===== src/rtl/multicycle_sequencer.sv =====
// multicycle_sequencer: control FSM for a multi-cycle RV32-style datapath.
// Walks FETCH -> DECODE -> class-specific states and drives mux selects
// and write enables. A wait counter bounds every memory request and
// traps the sequencer if memory never answers.
// Optional build macro: ILLEGAL_TRAP_EN -- unknown opcodes trap (cause 01)
// instead of retiring as a NOP.
//
// Memory handshake: Mem_Req_o is the valid, Mem_Ready_i is the ready; an
// access completes in exactly the cycle where both are high. Mem_Req_o
// stays high with stable IorD_o/Mem_Write_o until that cycle or until the
// wait counter expires. Ready in the expiry cycle still completes the access.
module multicycle_sequencer #(
  parameter int WAIT_MAX = 8
) (
  input  logic       clk,
  input  logic       reset,
  input  logic [6:0] OP_i,
  input  logic       Branch_Taken_i,
  input  logic       Mem_Ready_i,
  output logic       Mem_Req_o,
  output logic       Mem_Write_o,
  output logic       IorD_o,
  output logic       IR_Write_o,
  output logic       PC_Write_o,
  output logic       Reg_Write_o,
  output logic       ALU_Src_A_o,
  output logic [1:0] ALU_Src_B_o,
  output logic [2:0] ALU_Op_o,
  output logic [1:0] PC_Src_o,
  output logic [1:0] Mem_to_Reg_o,
  output logic [3:0] State_o,
  output logic       Trap_o,
  output logic [1:0] Trap_Cause_o,
  output logic       Retire_o
);

  typedef enum logic [3:0] {
    S_FETCH  = 4'd0,
    S_DECODE = 4'd1,
    S_EXEC   = 4'd2,
    S_ADDR   = 4'd3,
    S_MEM_RD = 4'd4,
    S_MEM_WR = 4'd5,
    S_WB_ALU = 4'd6,
    S_WB_MEM = 4'd7,
    S_BRANCH = 4'd8,
    S_JUMP   = 4'd9,
    S_TRAP   = 4'd10
  } state_e;

  localparam logic [6:0] OP_R     = 7'h33;
  localparam logic [6:0] OP_I     = 7'h13;
  localparam logic [6:0] OP_AUIPC = 7'h17;
  localparam logic [6:0] OP_LUI   = 7'h37;
  localparam logic [6:0] OP_LOAD  = 7'h03;
  localparam logic [6:0] OP_STORE = 7'h23;
  localparam logic [6:0] OP_BR    = 7'h63;
  localparam logic [6:0] OP_JAL   = 7'h6F;
  localparam logic [6:0] OP_JALR  = 7'h67;

  // Last count value before expiry: WAIT_MAX unanswered request cycles trap.
  localparam logic [7:0] WAIT_LAST = 8'(WAIT_MAX - 1);

  state_e      state_q, state_d;
  logic [7:0]  wait_cnt_q, wait_cnt_d;
  logic [1:0]  trap_cause_q, trap_cause_d;
  logic        retire_q, retire_d;

  logic        mem_req, mem_write, iord, ir_write, pc_write, reg_write;
  logic        src_a;
  logic [1:0]  src_b, pc_src, mem_to_reg;
  logic [2:0]  alu_op;

  function automatic logic [2:0] alu_op_of(input logic [6:0] op);
    case (op)
      OP_R:     return 3'b000;
      OP_I:     return 3'b001;
      OP_AUIPC: return 3'b010;
      OP_LOAD:  return 3'b011;
      OP_STORE: return 3'b100;
      OP_BR:    return 3'b101;
      OP_LUI:   return 3'b110;
      default:  return 3'b000;
    endcase
  endfunction

  // Next-state, wait counter and per-state datapath controls.
  always_comb begin
    state_d      = state_q;
    wait_cnt_d   = wait_cnt_q;
    trap_cause_d = trap_cause_q;
    mem_req      = 1'b0;
    mem_write    = 1'b0;
    iord         = 1'b0;
    ir_write     = 1'b0;
    pc_write     = 1'b0;
    reg_write    = 1'b0;
    src_a        = 1'b0;
    src_b        = 2'b00;
    alu_op       = 3'b000;
    pc_src       = 2'b00;
    mem_to_reg   = 2'b00;

    case (state_q)
      S_FETCH: begin
        mem_req  = 1'b1;
        src_b    = 2'b01;
        ir_write = Mem_Ready_i;
        pc_write = Mem_Ready_i;
        if (Mem_Ready_i) state_d = S_DECODE;
      end
      S_DECODE: begin
        src_b = 2'b10;
        case (OP_i)
          OP_R, OP_I, OP_AUIPC, OP_LUI: state_d = S_EXEC;
          OP_LOAD, OP_STORE:            state_d = S_ADDR;
          OP_BR:                        state_d = S_BRANCH;
          OP_JAL, OP_JALR:              state_d = S_JUMP;
          default: begin
`ifdef ILLEGAL_TRAP_EN
            state_d      = S_TRAP;
            trap_cause_d = 2'b01;
`else
            state_d = S_FETCH;
`endif
          end
        endcase
      end
      S_EXEC: begin
        alu_op  = alu_op_of(OP_i);
        src_a   = (OP_i != OP_AUIPC);
        src_b   = (OP_i == OP_R) ? 2'b00 : 2'b10;
        state_d = S_WB_ALU;
      end
      S_ADDR: begin
        alu_op  = alu_op_of(OP_i);
        src_a   = 1'b1;
        src_b   = 2'b10;
        state_d = (OP_i == OP_LOAD) ? S_MEM_RD : S_MEM_WR;
      end
      S_MEM_RD, S_MEM_WR: begin
        mem_req   = 1'b1;
        iord      = 1'b1;
        mem_write = (state_q == S_MEM_WR);
        if (Mem_Ready_i) state_d = (state_q == S_MEM_RD) ? S_WB_MEM : S_FETCH;
      end
      S_WB_ALU: begin
        reg_write = 1'b1;
        state_d   = S_FETCH;
      end
      S_WB_MEM: begin
        reg_write  = 1'b1;
        mem_to_reg = 2'b01;
        state_d    = S_FETCH;
      end
      S_BRANCH: begin
        alu_op   = alu_op_of(OP_i);
        pc_write = Branch_Taken_i;
        pc_src   = 2'b01;
        state_d  = S_FETCH;
      end
      S_JUMP: begin
        reg_write  = 1'b1;
        mem_to_reg = 2'b10;
        pc_write   = 1'b1;
        pc_src     = (OP_i == OP_JALR) ? 2'b10 : 2'b01;
        state_d    = S_FETCH;
      end
      S_TRAP:  state_d = S_TRAP;
      default: state_d = S_FETCH;
    endcase

    // Unanswered request: count, or trap once the budget is used up.
    if (mem_req && !Mem_Ready_i) begin
      if (wait_cnt_q == WAIT_LAST) begin
        state_d      = S_TRAP;
        trap_cause_d = 2'b10;
      end else begin
        wait_cnt_d = wait_cnt_q + 8'd1;
      end
    end
    // Every state change starts a fresh wait budget.
    if (state_d != state_q) wait_cnt_d = 8'd0;

    retire_d = (state_d == S_FETCH) && (state_q != S_FETCH) && (state_q != S_TRAP);
  end

  // State, wait counter, trap cause and retire pulse registers.
  always_ff @(posedge clk) begin
    if (!reset) begin
      state_q      <= S_FETCH;
      wait_cnt_q   <= 8'd0;
      trap_cause_q <= 2'b00;
      retire_q     <= 1'b0;
    end else begin
      state_q      <= state_d;
      wait_cnt_q   <= wait_cnt_d;
      trap_cause_q <= trap_cause_d;
      retire_q     <= retire_d;
    end
  end

  // Enables are forced low while reset is held so nothing is written.
  assign Mem_Req_o    = reset & mem_req;
  assign Mem_Write_o  = reset & mem_write;
  assign IR_Write_o   = reset & ir_write;
  assign PC_Write_o   = reset & pc_write;
  assign Reg_Write_o  = reset & reg_write;
  assign Retire_o     = reset & retire_q;
  assign IorD_o       = iord;
  assign ALU_Src_A_o  = src_a;
  assign ALU_Src_B_o  = src_b;
  assign ALU_Op_o     = alu_op;
  assign PC_Src_o     = pc_src;
  assign Mem_to_Reg_o = mem_to_reg;
  assign State_o      = state_q;
  assign Trap_o       = (state_q == S_TRAP);
  assign Trap_Cause_o = trap_cause_q;

endmodule


===== config.mk =====
export PLATFORM = sky130hd
export DESIGN_NAME = multicycle_sequencer
export DESIGN_NICKNAME = d
export VERILOG_FILES = /design/src/rtl/multicycle_sequencer.sv
export SDC_FILE = /design/constraint.sdc
export NUM_CORES = 1
export LEC_CHECK = 0
export ABC_AREA = 0
export BUFFER_PORTS_ARGS = -buffer_cell sky130_fd_sc_hd__buf_4
export CORE_MARGIN = 2
export CORE_UTILIZATION = 40
export DETAILED_ROUTE_END_ITERATION = 6
export GPL_ROUTABILITY_DRIVEN = 0
export PLACE_DENSITY_LB_ADDON = 0.25
export REMOVE_ABC_BUFFERS = 1
export SETUP_SLACK_MARGIN = 0.4
export SYNTH_ARGS = -nofsm -noshare
export SYNTH_HDL_FRONTEND = slang
export SYNTH_SLANG_ARGS = --single-unit

===== constraint.sdc =====
create_clock -name clk -period 2.4 [get_ports clk]
set_input_delay 0.24 -clock clk [delete_from_list [all_inputs] [get_ports clk]]
set_output_delay 0.24 -clock clk [all_outputs]
set_load 0.02 [all_outputs]

==> results of run 1 <==
-- cells by family after synthesis --
kind of cell	synth area share, %
DFF	25.8
xor gates and xnor gates	5.65
adders and majority gates	1.15
muxes	0.922
other	0.345
AOI/OAI and AO/OA	18.0
and+or+nand+nor	42.9
buffers and inverters	5.30
-- sequential cells by signal, indices dropped and copies added (netlist names) --
register,count
State_o,4
Trap_Cause_o,1
retire_q,1
wait_cnt_q,8
-- power groups by stage --
| stage | Sequential (mW) | Combinational (mW) | Clock, mW |
|---|---|---|---|
| 2_1_floorplan | 0.252 | 0.0673 | 0 |
| 3_3_place_gp | 0.246 | 0.130 | 0 |
| 3_5_place_dp | 0.246 | 0.133 | 0 |
| 4_1_cts | 0.240 | 0.145 | 0.175 |
| 5_1_grt | 0.241 | 0.179 | 0.187 |
| 6_report | 0.240 | 0.169 | 0.174 |
-- path summary, 6_finish.rpt --
path,start,to,slack (ps),cells after the start
hold reg to reg,Trap_Cause_o[1]$_SDFFE_PN0P_,Trap_Cause_o[1]$_SDFFE_PN0P_,500,2
setup reg to reg,wait_cnt_q[0]$_SDFFE_PP0P_,wait_cnt_q[2]$_SDFFE_PP0P_,190,9
setup / recovery,wait_cnt_q[0]$_SDFFE_PP0P_,wait_cnt_q[2]$_SDFFE_PP0P_,190,9
hold / removal,reset,wait_cnt_q[3]$_SDFFE_PP0P_,400,4
-- placed cells by master (no fill, tap or decap), types with 3 or more instances in the layout --
cell type | synthesis | routed
nor2_1 | 16 | 15
dfxtp_1 | 14 | 10
and3_1 | 4 | 4
o21a_1 | 3 | 3
o21ai_0 | 4 | 4
clkbuf_4 | 0 | 3
nor3_1 | 12 | 4
nand3_1 | 4 | 4
dfxtp_2 | 0 | 3
buf_6 | 1 | 5
nor3_2 | 1 | 9
xor2_1 | 7 | 7
nand2b_1 | 5 | 5
nor2b_1 | 5 | 5
buf_4 | 1 | 53
nand2_1 | 10 | 10
nor4_1 | 6 | 6
nand4_1 | 5 | 5
-- final cells by class --
cell class / count / area (um^2)
fill: 215 / 836
multi-input combinational: 120 / 828
timing repair buffer: 59 / 474
sequential: 14 / 288
tap: 30 / 37.5
clock buffer: 4 / 36.3
inverter: 4 / 22.5
-- tightest hold or removal path: stages --
cell and delay (ps):
buf_4 140, o21ai_2 90, buf_12 130, nor3_2 40
-- per-layer routing --
metal | share of wire [%] | track usage [%] | vias to the layer above
li1 | - | - | 652
met1 | 44 | 29.0 | 657
met2 | 49 | 36.8 | 62
met3 | 5.5 | 3.02 | 11
met4 | 1.5 | 2.72 | 0
met5 | 0 | 0 | -
-- what timing repair did --
item / 4_1_cts / 5_1_grt
endpoints found under the setup margin: 15 / 13
resized for setup: 18 / 11
pin swaps: 10 / 6
buffers inserted: 11 / 5
==> flow_summary.ini, run 1 <==
[sta]
worstMarginPinSlew_ps = 614
clock.fmax_ghz = 0.452
hold_viol = 0
relSlewSlack_pct = 58.0
setup_tns_ps = 0
whs_ps = 396
fin_ws_ps = 188
rsz0062_at_grt = true
setup_viol = 0
slew_viol_final = 0
skew_ps = 5.95
period_minus_slack_ps = 2210
timing.final.crit_share_pct = 92.2

[cts]
clock_latency_ps = 280
tritoncts = built
cts_buffers = 3
cts.clk_slew.worst_paths_ps = 90
holdBufCountCts = 0
cts_max_path_buffers = 2
cts_root_buffer = clkbuf_4
clock-sinks = 14
htree_levels = 1

[synthesis]
yosys_warnings = 0
synth_ff_type = dfxtp_1
synth_common_cells = nor2_1 (16), dfxtp_1 (14), nor3_1 (12)
yosys.area.top_type_share_pct = 25.8
netlist_instances = 146
ys_seq_area_share_pct = 25.8
synthTopCellsByArea = dfxtp_1 (26%), xor2_1 (5.6%), nor3_1 (5.5%)
synth-seq-cells = 14
synth-edff-count = 0
synth_area_mm2 = 0.00109
yosysMostFrequentCell = nor2_1
syn_avg_cell_area_um2 = 7.44
async_flop_share_pct = 0
synth_top_area_cell = dfxtp_1
ys_types = 44

[critical_path]
critPathBufInv = 2
cp-end-kind = register
crit_arrival_ps = 2420
slowest_stage = a2111oi_0
cp.required_ps = 2600
critPathTopFamily = compound AO/OA/AOI/OAI gates
path_class = register to register
crit_chain = ha_1, nand2_1, or3_4, nor2_4, buf_4, a2111oi_0, o21ai_2, buf_12, nor3_2
cp-start-kind = register
max_stage_delay_ps = 580
crit_fanout = 8

[layout]
final_core_util_pct = 66.9
diodes = 0
area_growth_pct = 55.3
layoutNonFillerInstCount = 231
fin_area_mm2 = 0.00169
layout-drive-gt1-share_pct = 44.8
fin_nets = 214

[route]
detail_route.wirelength_um = 3840
drt_pre_antenna_iters = 4
ant_nets = 0
drc_errors = 0
avgViaCountPerCell = 5.98
vias = 1382
post_drt_wl_per_cell_um = 16.6
drt_iter0_drc = 70

[floorplan]
num_rows = 18
start_util_pct = 43.1
die_w_um = 56.1
die_height_um = 56.1
io-pin-count = 35
coreArea_mm2 = 0.00252
die_area_mm2 = 0.00315

[global_routing]
grt_max_degree = 20
grt_pass1_wl_um = 5560
grt_pass1_vias = 1200
track_usage_pct = 21.4
gr-total-overflow = 0
grt_antenna_before_repair = 0

[power_and_ir_drop]
seqPwrFrac_pct = 41.2
combPwrFrac_pct = 29.0
p_leak_nw = 0.742
powerDensity_mw_per_mm2 = 346
swShare_pct = 30.9
power.total_mw = 0.583
p_clk_share_pct = 29.8
p_int_mw = 0.403
ir_drop_v = 0.000370
switching_power_mw = 0.180

[min_path]
hp-class = input pin to register

[place]
hpwl_um = 2370
place_area_mm2 = 0.00140
portBuffers = 33
dp_slack_ps = 79.4
dp_cells = 211

[status]
status = finished clean

[job]
cap_viol_max_count = 0
No activity file was read; power rests on OpenSTA's default activity.
==> run 2: changes to the inputs <==
--- a/config.mk
+++ b/config.mk
@@ -7,8 +7,10 @@
 export LEC_CHECK = 0
 export ABC_AREA = 0
 export BUFFER_PORTS_ARGS = -buffer_cell sky130_fd_sc_hd__buf_4
+export CELL_PAD_IN_SITES_DETAIL_PLACEMENT = 2
+export CELL_PAD_IN_SITES_GLOBAL_PLACEMENT = 2
 export CORE_MARGIN = 2
-export CORE_UTILIZATION = 40
+export CORE_UTILIZATION = 27
 export DETAILED_ROUTE_END_ITERATION = 6
 export GPL_ROUTABILITY_DRIVEN = 0
 export PLACE_DENSITY_LB_ADDON = 0.25
==> run 2 against run 1 <==
Against the previous run: via count fell by 4.6%; worst hold slack improved by 11 ps; final cell count rose by 5.6%; die area rose by 44%; core utilization fell by 25 points; sequential share of layout area rose by 0.53 points; clock-buffer cell count did not move; total power rose by 9.7%; largest cell class unchanged; largest power group unchanged.
==> flow_summary.ini, run 2 (synthesis gave the netlist of run 1 again) <==
[critical_path]
cp_common_cell = nor3_2
crit_chain = or4_1, or3_4, o21ai_4, nor3_2, a2111o_2, nor3_2
crit_arrival_ps = 2390
max_stage_delay_ps = 520
slowest_stage = or4_1
crit_fanout = 8
path_class = register to register
cp-end-kind = register
cp-start-kind = register
critPathBufInv = 0
critPathTopFamily = simple AND/OR/NAND/NOR gates
cp.required_ps = 2570

[cts]
clock_latency_ps = 260
cts_buffers = 3
tritoncts = built
cts_max_path_buffers = 2
cts_root_buffer = clkbuf_8
cts.clk_slew.worst_paths_ps = 70
htree_levels = 1
holdBufCountCts = 0
clock-sinks = 14

[floorplan]
coreArea_mm2 = 0.00394
die_w_um = 67.4
io-pin-count = 35
die_area_mm2 = 0.00455
start_util_pct = 27.5
num_rows = 23
die_height_um = 67.4

[place]
hpwl_um = 2980
dp_cells = 229
portBuffers = 33

[layout]
layoutNonFillerInstCount = 244
final_cell_mix = buf_4 (49), nor2_1 (16), dfxtp_1 (10), nand2_1 (10)
multi_input_area_um2 = 801
final_core_util_pct = 41.9
layout-drive-gt1-share_pct = 40.7
area_growth_pct = 52.0
fin_nets = 207
fillers = 445
seq_area_um2 = 290
top_register = wait_cnt_q
final_common_cell = buf_4
largest_reg_flops = 8
diodes = 0

[global_routing]
grt_max_degree = 17
grt_pass1_wl_um = 7130
gr-total-overflow = 0
track_usage_pct = 20.8
grt_pass1_vias = 1419
grt_antenna_before_repair = 0

[route]
vias = 1319
ant_nets = 0
drt_pre_antenna_iters = 4
drc_errors = 0
drt_iter0_drc = 51
detail_route.wirelength_um = 4390
post_drt_wl_per_cell_um = 18.0
avgViaCountPerCell = 5.41

[power_and_ir_drop]
powerDensity_mw_per_mm2 = 388
p_int_mw = 0.449
switching_power_mw = 0.191
p_clk_share_pct = 37.8
power.total_mw = 0.640
swShare_pct = 29.8
p_leak_nw = 0.711
seqPwrFrac_pct = 37.8
combPwrFrac_pct = 24.3
ir_drop_v = 0.000225

[sta]
rsz0062_at_grt = true
worstMarginPinSlew_ps = 518
whs_ps = 407
skew_ps = 9.46
setup_viol = 0
relSlewSlack_pct = 65.2
period_minus_slack_ps = 2220
clock.fmax_ghz = 0.451
slew_viol_final = 0
timing.final.crit_share_pct = 92.5
hold_viol = 0

[status]
status = finished clean

[job]
cap_viol_max_count = 0

[min_path]
hp-class = input pin to register
[run 2: cell count changes in the layout (fill, tap and decap cells not counted), moves of 2 or more]
cell      previous run  this run
buf_4               53        49
buf_6                5         1
clkbuf_4             3         0
clkbuf_8             1         4
nor3_1               4         6
nor3_2               9         7
[run 2: final timing paths]
check	depth (start not counted)	end	startpoint	slack (ps)
worst max register to register	6	wait_cnt_q[4]$_SDFFE_PP0P_	wait_cnt_q[4]$_SDFFE_PP0P_	180
worst min register to register	2	Trap_Cause_o[1]$_SDFFE_PN0P_	Trap_Cause_o[1]$_SDFFE_PN0P_	480
worst min-delay path	3	Trap_Cause_o[1]$_SDFFE_PN0P_	reset	410
worst max-delay path	6	wait_cnt_q[4]$_SDFFE_PP0P_	wait_cnt_q[4]$_SDFFE_PP0P_	180
[run 2: repair_timing]
item / 4_1_cts / 5_1_grt
cloned: 0 / 0
setup buffers: 10 / 1
endpoints found under the setup margin: 15 / 14
endpoints found under the hold margin: 0 / 0
pin swaps: 13 / 1
resized for setup: 17 / 7
[run 2: power by group through the flow]
stage / registers [mW] / logic, mW / clock network [mW]
after floorplan: 0.252 / 0.0673 / 0
after global placement: 0.247 / 0.132 / 0
after detailed placement: 0.247 / 0.137 / 0
after CTS: 0.242 / 0.151 / 0.244
after global routing: 0.243 / 0.170 / 0.255
final: 0.242 / 0.156 / 0.242
[run 2: routing by layer]
metal  vias to the layer above  global-route usage, %  routed length [um]
met2                        30                   38.7                2330
met5                         -                      0                   0
li1                        634                      -                   -
met1                       648                   23.8                1850
met4                         0                   5.61                  57
met3                         7                   4.50                 146
[run 2: final cells by class]
type,count,share of cell area [%]
timing repair buffer,52,25.4
sequential,14,17.6
inverter,4,1.36
tap,50,3.79
multi-input combinational,120,48.5
clock buffer,4,3.34
[run 2: worst min-delay path, stage by stage]
cell and delay (ps):
buf_4 120, inv_1 140, nor2_1 120
[run 2: stage by stage]
step | area, um^2 | setup slack (ps) | setup TNS [ps]
final | 1650 | 181 | 0
after global routing | 1650 | 75.0 | 0
after CTS | 1620 | 174 | 0
after detailed placement | 1410 | -42.2 | -42.2
after global placement | 1410 | 119 | 0
after floorplan | 1040 | 42.6 | 0
